===== config.mk =====
export PLATFORM = sky130hd
export DESIGN_NAME = run_detector
export DESIGN_NICKNAME = d
export VERILOG_FILES = /design/src/rtl/run_detector.sv
export SDC_FILE = /design/constraint.sdc
export NUM_CORES = 1
export LEC_CHECK = 0
export CAP_MARGIN = 20
export CORE_MARGIN = 4
export CORE_UTILIZATION = 50
export CTS_CLUSTER_SIZE = 28
export DETAILED_ROUTE_END_ITERATION = 6
export GPL_TIMING_DRIVEN = 0
export HOLD_SLACK_MARGIN = 0.05
export PLACE_DENSITY = 0.79
export SLEW_MARGIN = 30
export SYNTH_ARGS = -nofsm -noshare
export SYNTH_HDL_FRONTEND = slang
export SYNTH_SLANG_ARGS = --single-unit

===== constraint.sdc =====
create_clock -name Clock -period 3.2 [get_ports Clock]
set_clock_uncertainty 0.05 [all_clocks]
set_input_delay 0.48 -clock Clock [delete_from_list [all_inputs] [get_ports Clock]]
set_output_delay 0.48 -clock Clock [all_outputs]
set_load 0.02 [all_outputs]

===== src/rtl/run_detector.sv =====
// rtl/run_detector.sv - serial run detector with masked hit reporting
//
// Tracks runs of equal serial samples and flags runs that reach RUN_LEN.
//
// Ports:
//   Clock   in   sole clock, rising edge
//   Reset   in   synchronous active-high reset, dominates all other inputs
//   En      in   sample enable; w is consumed only when En=1
//   w       in   serial data sample
//   Mode    in   [0] report zero runs, [1] report one runs
//   z       out  masked detection flag (combinational from z0/z1/Mode)
//   z0      out  current run is zeros with length >= RUN_LEN
//   z1      out  current run is ones with length >= RUN_LEN
//   State   out  IDLE=00, RUN0=01, RUN1=10
//   RunCnt  out  saturating length of the current run
//   HitCnt  out  saturating count of masked detections since reset

module run_detector #(
   parameter int RUN_LEN = 4,
   parameter int CNT_W   = 4
) (
   input  logic             Clock,
   input  logic             Reset,
   input  logic             En,
   input  logic             w,
   input  logic [1:0]       Mode,
   output logic             z,
   output logic             z0,
   output logic             z1,
   output logic [1:0]       State,
   output logic [CNT_W-1:0] RunCnt,
   output logic [7:0]       HitCnt
);

   typedef enum logic [1:0] {
      IDLE   = 2'b00,
      RUN0   = 2'b01,
      RUN1   = 2'b10,
      UNUSED = 2'b11
   } state_t;

   localparam logic [CNT_W-1:0] CNT_MAX   = '1;
   localparam logic [CNT_W-1:0] CNT_ONE   = CNT_W'(1);
   localparam logic [CNT_W-1:0] CNT_RUN   = CNT_W'(RUN_LEN);
   localparam logic [CNT_W-1:0] CNT_PRE   = CNT_W'(RUN_LEN - 1);
   localparam logic [7:0]       HIT_MAX   = 8'hFF;

   state_t           state;
   logic [CNT_W-1:0] run_cnt;
   logic [7:0]       hit_cnt;

   // Sample matches the polarity of the run currently being tracked.
   logic same_pol;
   // Mode bit that governs reporting for the current run's polarity.
   logic pol_en;

   assign same_pol = (w == (state == RUN1));
   assign pol_en   = (state == RUN1) ? Mode[1] : Mode[0];

   always_ff @(posedge Clock) begin
      if (Reset) begin
         state   <= IDLE;
         run_cnt <= '0;
         hit_cnt <= '0;
      end else begin
         case (state)
            IDLE: begin
               if (En) begin
                  state   <= w ? RUN1 : RUN0;
                  run_cnt <= CNT_ONE;
               end
            end
            RUN0, RUN1: begin
               if (En) begin
                  if (same_pol) begin
                     if (run_cnt != CNT_MAX) begin
                        run_cnt <= run_cnt + CNT_ONE;
                     end
                     // Only the RUN_LEN-1 -> RUN_LEN step counts, so a long
                     // or saturated run is reported once.
                     if (run_cnt == CNT_PRE && pol_en && hit_cnt != HIT_MAX) begin
                        hit_cnt <= hit_cnt + 8'd1;
                     end
                  end else begin
                     state   <= w ? RUN1 : RUN0;
                     run_cnt <= CNT_ONE;
                  end
               end
            end
            default: begin
               // Illegal encoding: recover to IDLE regardless of En.
               state   <= IDLE;
               run_cnt <= '0;
            end
         endcase
      end
   end

   assign z0     = (state == RUN0) && (run_cnt >= CNT_RUN);
   assign z1     = (state == RUN1) && (run_cnt >= CNT_RUN);
   assign z      = (z0 & Mode[0]) | (z1 & Mode[1]);
   assign State  = state;
   assign RunCnt = run_cnt;
   assign HitCnt = hit_cnt;

endmodule


==> results of run 1 <==
-- registers in the layout (all words and copies together), names as in the netlist --
name	cells
HitCnt	8
State	2
RunCnt	4
-- worst min path at each step --
| stage | start | endpoint | slack [ns] | cells past startpoint |
|---|---|---|---|---|
| 6_report | RunCnt[1] | RunCnt[1] | 0.45 | 2 |
| 5_1_grt | HitCnt[4] | HitCnt[4] | 0.50 | 2 |
| 4_1_cts | RunCnt[1] | RunCnt[1] | 0.46 | 2 |
| 3_5_place_dp | RunCnt[1] | RunCnt[1] | 0.44 | 2 |
| 3_3_place_gp | RunCnt[1] | RunCnt[1] | 0.44 | 2 |
| 2_1_floorplan | RunCnt[1] | RunCnt[1] | 0.50 | 2 |
-- cell families after synthesis --
| logic type | Yosys count | share of synthesized area (%) |
|---|---|---|
| multiplexers | 4 | 4.77 |
| flip-flops | 14 | 32.4 |
| AO/OA/AOI/OAI | 26 | 19.8 |
| buffers and inverters | 6 | 2.74 |
| AND/OR/NAND/NOR | 46 | 29.8 |
| XOR/XNOR | 1 | 1.88 |
| adder cells (fa/ha/maj) | 6 | 8.67 |
-- cells in the final DEF (no fill, tap or decap), types with 2 or more instances in the layout --
cell	n
or4_1	3
nand3_1	6
o31ai_1	3
nor2b_1	3
mux2i_1	3
o21ai_0	3
a21oi_1	10
or3_1	3
ha_1	6
clkbuf_4	3
nor2_1	9
nand2b_1	2
nand2_1	10
or4b_1	2
and3_1	2
dfxtp_1	14
clkdlybuf4s50_1	22
inv_1	4
o41ai_1	2
-- critical path, cell delays in order (launching register included) --
cell	delay [ns]
dfxtp_1	0.42
inv_1	0.09
ha_1	0.27
a22oi_1	0.17
nor2_1	0.05
clkdlybuf4s50_1	0.54
-- stage by stage --
stage,worst slack (ns),cell area [sq um],util [%],hold WS [ns]
5_1_grt,0.738,1140,72.5,0.501
3_5_place_dp,0.853,1110,70.2,0.438
3_3_place_gp,0.811,1110,70.2,0.436
4_1_cts,0.834,1140,72.5,0.456
6_report,0.858,1140,72.5,0.451
2_1_floorplan,1.09,866,-,0.504
-- layout make-up --
type	instances	area share (%)
Buffer	2	0.767
Clock buffer	4	3.18
Inverter	4	1.31
Multi-Input combinational cell	83	49.2
Sequential cell	14	24.5
Tap cell	16	1.75
Timing Repair Buffer	22	19.3
-- where the power goes --
part           total (mW)  switching [mW]  internal (mW)
Combinational      0.0883          0.0471         0.0412
Clock               0.123          0.0536         0.0692
Sequential          0.188         0.00777          0.180
-- metal layers --
| layer | track usage, % | up-vias |
|---|---|---|
| li1 | - | 437 |
| met1 | 22.4 | 383 |
| met3 | 6.63 | 4 |
| met5 | 0 | - |
| met4 | 5.99 | 0 |
| met2 | 26.4 | 19 |
==> results.md, run 1 <==
- Synth unique cells: 35
- Initial antenna violation count: 0
- Highest routed layer: met4
- Hold buffer count at CTS: 0
- Multi-input logic area: 562 sq um
- DR iter-0 viols: 25
- DR vias/cell: 5.81
- Starting Density: 54.9%
- Synth Flop Type: dfxtp_1
- Slew Viols, Final: 0
- Die height: just under 50 um
- Total track usage: approximately 17%
- Fin cells: roughly 150
- Max-slew headroom: 65.7%
- Core Region: 1580 sq um
- Post-synth ARST share: 0%
- Syn_nets: 115
- Startpoint Class: flop
- Critical path endpoint: z
- Inst Count DP: 141
- Synthesis-to-layout area growth: 31.9%
- Vias in the first global route: 780
- Vias: about 840
- Register area share after synthesis: between 30% and 40%
- Syn avg cell area: 8.41 sq um
- Clock tree buffer depth: 2
- Worst Reg2Reg Path Length in Cells: 7
- WP data required: between 2 and 3 ns
- Leak: between 0.3 and 0.4 nW
- Syn Inst Count: ~100
- Fin. Hold Viols: 0
- Final TNS setup: 0 ns
- EDFF count, synth: 0
- Sequential Area: 280 sq um
- Register clock-pin slew on the reported worst setup and hold paths: 0.08 ns
- Fillcell total: 136
- # clock sinks: 14
- Critical path class: reg2out
- Actual slew at the worst max-slew pin: between 0.5 and 0.6 ns
- Hold crit path type: reg2reg
- Period utilization: 73.2%
- Antenna cells: 0
- IO Port Bufs: 22
- Clock latency on the worst-skew pair: 0.27 ns
- Number of CTS-inserted buffers: 3
- Total power: 399 uW
- F_max: 427 MHz
- Outcome: complete, no violations
- Max Cap Viol: 0
- Total congestion overflow: 0
- Origin of the critical flop-to-flop path: State[0]
- Final WL: 1.93 mm
- # resized after CTS: 0
- PwrDens: around 350 nW/um^2
- Dominant cell type by area after synthesis: dfxtp_1
- DRT antenna net count: 0
- Crit path max fanout: 5
- Synth cell count leaders: 14 x dfxtp_1, 10 x a21oi_1, 10 x nand2_1
- Worst R2R Setup Slack: 0.98 ns
- Share of post-route cells with drive strength above 1: slightly above 6%
- TritonCTS clock tree: yes
- Placed wire-length estimate: 1.53 mm
- Crit path launch: State[0]
- Nets: 142
- CP Capture Type: output pin
- Final Critical Period: roughly 2.3 ns
- Mapped Area: 866 sq um
- Drt wl/cell: 13.3 um
- R2r endpoint: HitCnt[5]
- Count leader, synth: dfxtp_1
- CTS root buffer: clkbuf_4
- Number of iterations in the first detailed-routing pass: 4
- Met2 WL post-DR: 897 um
- Met3 wire len: 104 um
- RSZ-0062 raised after global routing: false
- First-pass GRT wire length: approximately 3.4 mm
- Max H-tree Level: 1
- Final setup viols: 0
- CP arrival: 1.81 ns
- Yosys reg bits: 14
- Post-CTS setup buffer count: 0
- Syn. warnings: 0
- I/O pin cnt: 23
- Placer Congestion: a little over 0.8
- Die Wd: 49.6 um
- Full die area: around 2500 sq um
- Yosys top cell area share: 32.4%
- Worst vdd ir: about 0.0003 V
- Drt drc: 0
- Synth area leaders: dfxtp_1 32%, ha_1 8.7%, a21oi_1 5.8%
- Met1 WL: 910 um
- Largest net degree at the start of global routing: 11
- Row count: 14
Note: power is estimated with default switching activity, not from simulation.
==> run 2, diff against run 1 <==
--- a/config.mk
+++ b/config.mk
@@ -7,12 +7,12 @@
 export LEC_CHECK = 0
 export CAP_MARGIN = 20
 export CORE_MARGIN = 4
-export CORE_UTILIZATION = 50
+export CORE_UTILIZATION = 47
 export CTS_CLUSTER_SIZE = 28
 export DETAILED_ROUTE_END_ITERATION = 6
 export GPL_TIMING_DRIVEN = 0
 export HOLD_SLACK_MARGIN = 0.05
-export PLACE_DENSITY = 0.79
+export PLACE_DENSITY = 0.75
 export SLEW_MARGIN = 30
 export SYNTH_ARGS = -nofsm -noshare
 export SYNTH_HDL_FRONTEND = slang
==> constraint.sdc (replaced) <==
create_clock -name Clock -period 2.24 [get_ports Clock]
set_clock_uncertainty 0.05 [all_clocks]
set_input_delay 0.336 -clock Clock [delete_from_list [all_inputs] [get_ports Clock]]
set_output_delay 0.336 -clock Clock [all_outputs]
set_load 0.02 [all_outputs]
==> run 2 against run 1 <==
Effect of this change: register-to-register slack got worse by 0.83 ns; worst setup slack got worse by 0.76 ns; non-clock buffer count did not move; critical path depth did not move; combinational power rose by 57%; wire length rose by 0.10%; core utilization fell by 4.8 points; first-iteration DRC count fell by 32%; critical path type unchanged; highest routed layer unchanged.
==> results.md, run 2 (synthesized netlist as in run 1, its figures left out) <==
- Outcome: complete, no violations
- Crit path max fanout: 5
- DRT antenna net count: 0
- Largest stage delay, worst path: roughly 0.54 ns
- CP Capture Type: output pin
- First-pass GRT wire length: 3.24 mm
- Die Wd: 50.9 um
- Total track usage: 16.3%
- Max-slew headroom: 64.8%
- Actual slew at the worst max-slew pin: 0.527 ns
- Number of CTS-inserted buffers: 3
- Inst Count DP: 150
- Antenna cells: 0
- PwrDens: about 500 nW/um^2
- Share of post-route cells with drive strength above 1: about 8.5%
- Initial antenna violation count: 0
- Full die area: 2590 sq um
- I/O pin cnt: 23
- Number of iterations in the first detailed-routing pass: 4
- WP data required: 1.85 ns
- Vias in the first global route: about 780
- Synthesis-to-layout area growth: 36.4%
- IO Port Bufs: 22
- Leak: 0.398 nW
- Die height: 50.9 um
- F_max: between 400 and 500 MHz
- Final setup viols: 0
- Hold crit path type: reg2reg
- Startpoint Class: flop
- Fin. Hold Viols: 0
- Final WL: 1.94 mm
- Clock latency on the worst-skew pair: 0.28 ns
- Commonest non-fill, non-tap cell in the layout: clkdlybuf4s50_1
- DR vias/cell: 5.57
- Row count: 15
- Max H-tree Level: 1
- DP Area: 1120 sq um
- Max reg flops: 8
- Core Region: 1750 sq um
- Worst R2R Setup Slack: 0.15 ns
- Fin cells: 154
- Slew Viols, Final: 0
- Worst vdd ir: 0.000314 V
- Fillcell total: 157
- Most frequent cells in the layout: 22 x clkdlybuf4s50_1, 13 x dfxtp_1, 10 x a21oi_1, 10 x nand2_1, 9 x nor2_1
- Vias: 858
- Fin Hold WS: approximately 0.46 ns
- Nets: roughly 140
- CTS root buffer: clkbuf_4
- Largest net degree at the start of global routing: 11
- Total congestion overflow: 0
- Clock tree buffer depth: 2
- Slowest CP cell: clkdlybuf4s50_1
- CP arrival: 1.76 ns
- DR iter-0 viols: 17
- Drt drc: 0
- Max Cap Viol: 0
- Drt wl/cell: 12.6 um
- Placer Congestion: 0.827
- Starting Density: 49.6%
- RSZ-0062 raised after global routing: false
- TritonCTS clock tree: yes
- # clock sinks: 14
- Final Critical Period: 2.14 ns
- Register clock-pin slew on the reported worst setup and hold paths: approximately 0.090 ns
- Placed wire-length estimate: 1.43 mm
- Hold buffer count at CTS: 0
- Critical path class: reg2out
- Period utilization: 95.6%
- Post-layout instance area: 1180 sq um
- Critical-path cell list: inv_1 -> ha_4 -> a22oi_1 -> nor2_1 -> clkdlybuf4s50_1
==> run 2: final timing paths <==
path,start,end,cells past startpoint
hold / removal,RunCnt[1],RunCnt[1],2
setup / recovery,State[0],z,5
setup reg to reg,State[0],RunCnt[1],6
hold reg to reg,RunCnt[1],RunCnt[1],2
==> run 2: stage by stage <==
stage	TNS, ns	setup WS, ns	utilization, %	power (mW)
CTS	0	0.0299	66.1	0.587
floorplan	0	0.128	-	0.357
global route	0	0.00785	67.7	0.624
global placement	0	0.000259	64.0	0.399
finish	0	0.0986	67.7	0.593
detailed placement	-0.0251	-0.0251	64.0	0.401
==> run 2: per-layer routing <==
layer / GRT usage [%] / up-vias / share of wire (%)
met3: 3.79 / 4 / 5.3
met5: 0 / - / 0
met4: 8.07 / 0 / 1.4
met2: 27.5 / 26 / 46
met1: 19.2 / 383 / 47
li1: - / 445 / -
==> run 2: timing repair <==
item	4_1_cts	5_1_grt
resized for setup	0	5
endpoints found under the hold margin	0	0
setup buffers	0	0
setup endpoints to repair	0	5
==> run 2: power by group <==
part / switching (mW) / leakage (nW) / internal [mW] / total (mW)
Sequential: 0.0126 / 0.114 / 0.258 / 0.271
Combinational: 0.0724 / 0.263 / 0.0667 / 0.139
Clock: 0.0841 / 0.0210 / 0.0988 / 0.183
==> run 2: critical path, delay by kind of cell, from the launching register on <==
kind	cells	cell delay, ns
buffers and inverters	2	0.65
flip-flops	1	0.40
adder cells (fa/ha/maj)	1	0.20
AO/OA/AOI/OAI	1	0.16
AND/OR/NAND/NOR	1	0.06
==> run 2: cell type report <==
| class | count | area, sq um | share of cell area [%] |
|---|---|---|---|
| repair buffers | 22 | 220 | 18.6 |
| well taps | 25 | 31.3 | 2.65 |
| clock buffers | 4 | 36.3 | 3.07 |
| plain buffers | 2 | 8.76 | 0.742 |
| multi-input cells | 83 | 588 | 49.8 |
| flip-flops and latches | 14 | 282 | 23.8 |
| inverters | 4 | 15.0 | 1.27 |
==> run 3, diff against run 2 <==
--- a/config.mk
+++ b/config.mk
@@ -5,7 +5,7 @@
 export SDC_FILE = /design/constraint.sdc
 export NUM_CORES = 1
 export LEC_CHECK = 0
-export CAP_MARGIN = 20
+export CAP_MARGIN = 40
 export CORE_MARGIN = 4
 export CORE_UTILIZATION = 47
 export CTS_CLUSTER_SIZE = 28
@@ -13,7 +13,7 @@
 export GPL_TIMING_DRIVEN = 0
 export HOLD_SLACK_MARGIN = 0.05
 export PLACE_DENSITY = 0.75
-export SLEW_MARGIN = 30
+export SLEW_MARGIN = 15
 export SYNTH_ARGS = -nofsm -noshare
 export SYNTH_HDL_FRONTEND = slang
 export SYNTH_SLANG_ARGS = --single-unit
==> results of run 3 <==
Same layout as run 2: the final DEF is identical, and so are final timing and power.
